--- src/rtl/timer_ctrl.sv ---
// Countdown timer controller: loads a start value, gates the time converter
// and counts its ticks down to a one-cycle done pulse, with pause/resume/clear.
module timer_ctrl #(
  parameter int W           = 16,
  parameter bit AUTO_RELOAD = 1'b0
) (
  input  logic         clk,
  input  logic         rst_b,
  input  logic         start,
  input  logic         pause,
  input  logic         clear,
  input  logic [W-1:0] load_val,
  input  logic         tick,
  output logic         conv_en,
  output logic [W-1:0] count,
  output logic         running,
  output logic         paused,
  output logic         done
);

  typedef enum logic [1:0] {IDLE, RUN, PAUSED, DONE} state_t;

  state_t       state, state_n;
  logic [W-1:0] count_n;
  logic         tick_d;
  logic         tick_ev;
  logic         load_zero;
  logic         running_n, paused_n, done_n, conv_en_n;

  // A tick held high for several cycles must only count once.
  assign tick_ev   = tick & ~tick_d;
  assign load_zero = (load_val == '0);

  always_ff @(posedge clk or negedge rst_b) begin
    if (!rst_b) begin
      state   <= IDLE;
      count   <= '0;
      tick_d  <= 1'b0;
      running <= 1'b0;
      paused  <= 1'b0;
      done    <= 1'b0;
      conv_en <= 1'b0;
    end else begin
      state   <= state_n;
      count   <= count_n;
      tick_d  <= tick;
      running <= running_n;
      paused  <= paused_n;
      done    <= done_n;
      conv_en <= conv_en_n;
    end
  end

  always_comb begin
    state_n = state;
    count_n = count;
    if (clear) begin
      state_n = IDLE;
      count_n = '0;
    end else begin
      unique case (state)
        IDLE: begin
          if (start) begin
            if (load_zero) begin
              state_n = DONE;
            end else begin
              state_n = RUN;
              count_n = load_val;
            end
          end
        end
        RUN: begin
          // The final decrement wins over a simultaneous pause.
          if (tick_ev && count <= W'(1)) begin
            state_n = DONE;
            count_n = '0;
          end else begin
            if (tick_ev) begin
              count_n = count - W'(1);
            end
            if (pause) begin
              state_n = PAUSED;
            end
          end
        end
        PAUSED: begin
          if (start && !pause) begin
            state_n = RUN;
          end
        end
        DONE: begin
          if (AUTO_RELOAD && !load_zero) begin
            state_n = RUN;
            count_n = load_val;
          end else begin
            state_n = IDLE;
            count_n = '0;
          end
        end
        default: begin
          state_n = IDLE;
          count_n = '0;
        end
      endcase
    end
  end

  // Flags are registered from the next state so they change with the state register.
  always_comb begin
    running_n = (state_n == RUN);
    paused_n  = (state_n == PAUSED);
    done_n    = (state_n == DONE);
    conv_en_n = (state_n == RUN);
  end

endmodule

--- config.mk ---
export PLATFORM = sky130hd
export DESIGN_NAME = timer_ctrl
export DESIGN_NICKNAME = d
export VERILOG_FILES = /design/src/rtl/timer_ctrl.sv
export SDC_FILE = /design/constraint.sdc
export NUM_CORES = 1
export LEC_CHECK = 0
export BUFFER_PORTS_ARGS = -buffer_cell sky130_fd_sc_hd__buf_2
export CORE_ASPECT_RATIO = 1.2
export CORE_MARGIN = 3
export CORE_UTILIZATION = 40
export CTS_CLUSTER_DIAMETER = 120
export CTS_CLUSTER_SIZE = 8
export DETAILED_ROUTE_END_ITERATION = 7
export SKIP_LAST_GASP = 1
export SLEW_MARGIN = 5
export SYNTH_ARGS = -nofsm -noshare
export SYNTH_HDL_FRONTEND = slang
export SYNTH_SLANG_ARGS = --single-unit
--- constraint.sdc ---
create_clock -name clk -period 6 [get_ports clk]
set_input_delay 1.2 -clock clk [delete_from_list [all_inputs] [get_ports clk]]
set_output_delay 1.2 -clock clk [all_outputs]
set_load 0.01 [all_outputs]
==> results.py <==
metrics = {
    "yosys": {
        "syn-cell-area_um2": 1465,
        "synth_nets": 175,
        "synth-edff-count": 0,
        "yosys.area_share.simple_pct": 26.90,
        "synthAdderAreaFrac_pct": 1.708,
        "ys_top_cells_by_area": "dfrtp_1 38%, a221o_1 3.4%, o21ai_0 3.4%, nor2_1 3.1%, nor4_4 2.9%",
        "netlist-cell-type-count": 52,
        "synth_top_area_share_pct": 37.57,
        "synth_compound_area_share_pct": 28.44,
        "synth_seq_area_share_pct": 37.57,
        "synth_top_family_by_area": "compound AO/OA/AOI/OAI gates",
        "syn_inst": 151,
        "synth_seq_cells": 22,
        "async_flop_share_pct": 100.0,
        "syn-mean-instance-area_um2": 9.703,
        "yosys.area.top_type": "dfrtp_1",
        "ys_warn_count": 0,
        "muxShareOfSynthArea_pct": 0,
        "synth_flop_cell": "dfrtp_1",
        "synth-xor-area-share_pct": 0.5978,
    },
    "global_routing": {
        "grt_pass1_wl_um": 6637,
        "grt_usage_pct": 19.64,
        "grt_start_max_net_pins": 23,
        "grt_overflow": 0,
        "antenna_found_initial": 0,
        "grt_busiest_layer": "met2",
        "use_met2_pct": 30.59,
        "use_met1_pct": 26.23,
        "grt_pass1_vias": 1411,
        "use_met3_pct": 3.381,
    },
    "route": {
        "wl_per_cell_um": 17.53,
        "drc": 0,
        "via_per_inst": 6.272,
        "ant_nets": 0,
        "drt-total-wl_um": 3997,
        "first_pass_iters": 4,
        "dr_total_vias": 1430,
        "drtIter0Drc": 100,
    },
    "floorplanning": {
        "die_w_um": 61.25,
        "rows": 23,
        "pin_count": 42,
        "initial_core_util_pct": 42.78,
        "core_um2": 3425,
        "die_h_um": 72.30,
        "dieArea_um2": 4428,
    },
    "worst_hold_path": {
        "hold_class": "reg2reg",
    },
    "worst_setup_path": {
        "crit_type": "in2reg",
        "r2r_slack_ps": 3810,
        "worstSetupStartpointType": "input pin",
        "end_kind": "register",
        "cp.arrival_ps": 2870,
        "worstPathRequired_ps": 6210,
        "worstPathMaxFanout": 15,
    },
    "clock_tree": {
        "clk_latency_ps": 270,
        "htree_levels": 1,
        "tritoncts": "yes",
        "cts_hold_buf": 0,
        "cts_made_buffers": 3,
        "clkTransAtPathRegs_ps": 80,
        "clockRootBuffer": "clkbuf_8",
        "cts_setup_buffers": 0,
        "cts.sinks": 22,
        "cts_buffer_depth": 2,
        "cts_resized": 0,
    },
    "pwr": {
        "ir_drop_uv": 120.4,
        "p_per_area_nw_per_um2": 254.8,
        "leakage_nw": 0.8489,
    },
    "finish": {
        "drive_gt1_share_pct": 29.84,
        "area_growth_pct": 18.45,
        "finalNetCount": 216,
        "n_antenna_cell": 0,
    },
    "placement": {
        "numPortBuffers": 41,
        "place_congestion": 0.8431,
        "dpl.hpwl_um": 3016,
    },
    "timing": {
        "fmax_mhz": 375.4,
        "hold-worst-slack_ps": 594.7,
        "tightest_slew_ps": 638.0,
        "finalClockSkew_ps": 6.233,
        "period_share_pct": 44.40,
        "min_period_ps": 2664,
        "rsz0062_at_grt": "false",
        "hold_viol": 0,
        "relSlewSlack_pct": 57.39,
        "setup_tns_ps": 0,
        "finalMaxSlewViolations": 0,
        "setup_viol": 0,
    },
    "run_status": {
        "outcome": "finished clean",
    },
    "run": {
        "max_cap_viol_count": 0,
    },
}
==> metrics by stage <==
stage	power (W)	setup slack (ps)	instance area [µm²]	util [%]	std cells
finish	0.0004422	3336	1735	50.68	228
global route	0.0004724	3177	1735	50.68	228
CTS	0.0004448	3367	1735	50.68	228
detailed placement	0.0003343	3098	1680	49.07	224
global placement	0.0003319	3104	1680	49.07	224
floorplan	0.0002860	3591	1465	-	151
==> report_power, final <==
group          internal (W)  switching [W]  leakage [nW]
Clock             0.0000586      0.0000519        0.0288
Combinational     0.0000618      0.0000849         0.526
Sequential         0.000162      0.0000230         0.294
==> layer usage <==
metal	wire, µm	share of wire, %
met1	1718	43
met4	125	3.1
met5	0	0
met3	244	6.1
met2	1908	48
==> worst paths after layout <==
kind / startpoint / to / cells past startpoint
max: load_val[1] / count[2] / 6
min: count[5] / count[5] / 2
max in group asynchronous: rst_b / state[0] / 1
min reg2reg: count[5] / count[5] / 2
min in group asynchronous: rst_b / count[5] / 1
max reg2reg: count[0] / count[10] / 7
==> synth_stat cells, types with 3 or more instances <==
cell type,number
a21oi_1,4
a221o_1,5
a22oi_1,5
and2_1,3
and4_1,4
dfrtp_1,22
inv_1,7
nand2_1,10
nand2b_1,4
nand3_1,4
nor2_1,12
nor2b_1,3
nor4_1,5
o21ai_0,10
or3_1,3
==> worst max-delay path, cell delays in order <==
cell and delay [ps]:
buf_2 100, nor4_1 370, and4_1 330, o211a_1 520
o21bai_1 190, a22o_1 160
==> state kept, by name, summed over array words and instances, names as in the netlist <==
signal	cells
count	16
paused	1
state	2
running	1
tick_d	1
done	1
==> cells by family (layout without fill, tap and decap cells) <==
group | count (synthesis) | in the layout
flip-flops | 22 | 22
XOR/XNOR | 1 | 1
adder cells (fa/ha/maj) | 2 | 2
buffers and inverters | 13 | 53
AO/OA/AOI/OAI | 51 | 51
AND/OR/NAND/NOR | 62 | 62
==> placed cells by master, fill, tap and decap left out, types with 2 or more instances in the layout <==
cell and count:
a21o_1 2, a221o_1 5, nor3_1 2, ha_1 2
a211o_1 2, nor2_1 12, a22o_1 2, o22ai_1 2
nand3_1 4, dfrtp_1 22, inv_1 7, nor2b_1 3
and4_1 4, buf_2 41, clkbuf_8 4, a32oi_1 2
nor4_4 2, nand2_1 10, o2bb2ai_1 2, a21oi_1 4
o21ai_0 10, a22oi_1 5, or3_1 3, nor4_1 5
and2_1 3, nand4_1 2, or4_1 2, nand2b_1 4
==> area by class of cell <==
class	instances	area [µm²]
Timing Repair Buffer	42	212.7
Inverter	7	26.28
Clock buffer	4	55.05
Multi-Input combinational cell	116	844.6
Sequential cell	22	550.5
Tap cell	37	46.29
Fill cell	338	1689
(Power assumes the default switching activity.)
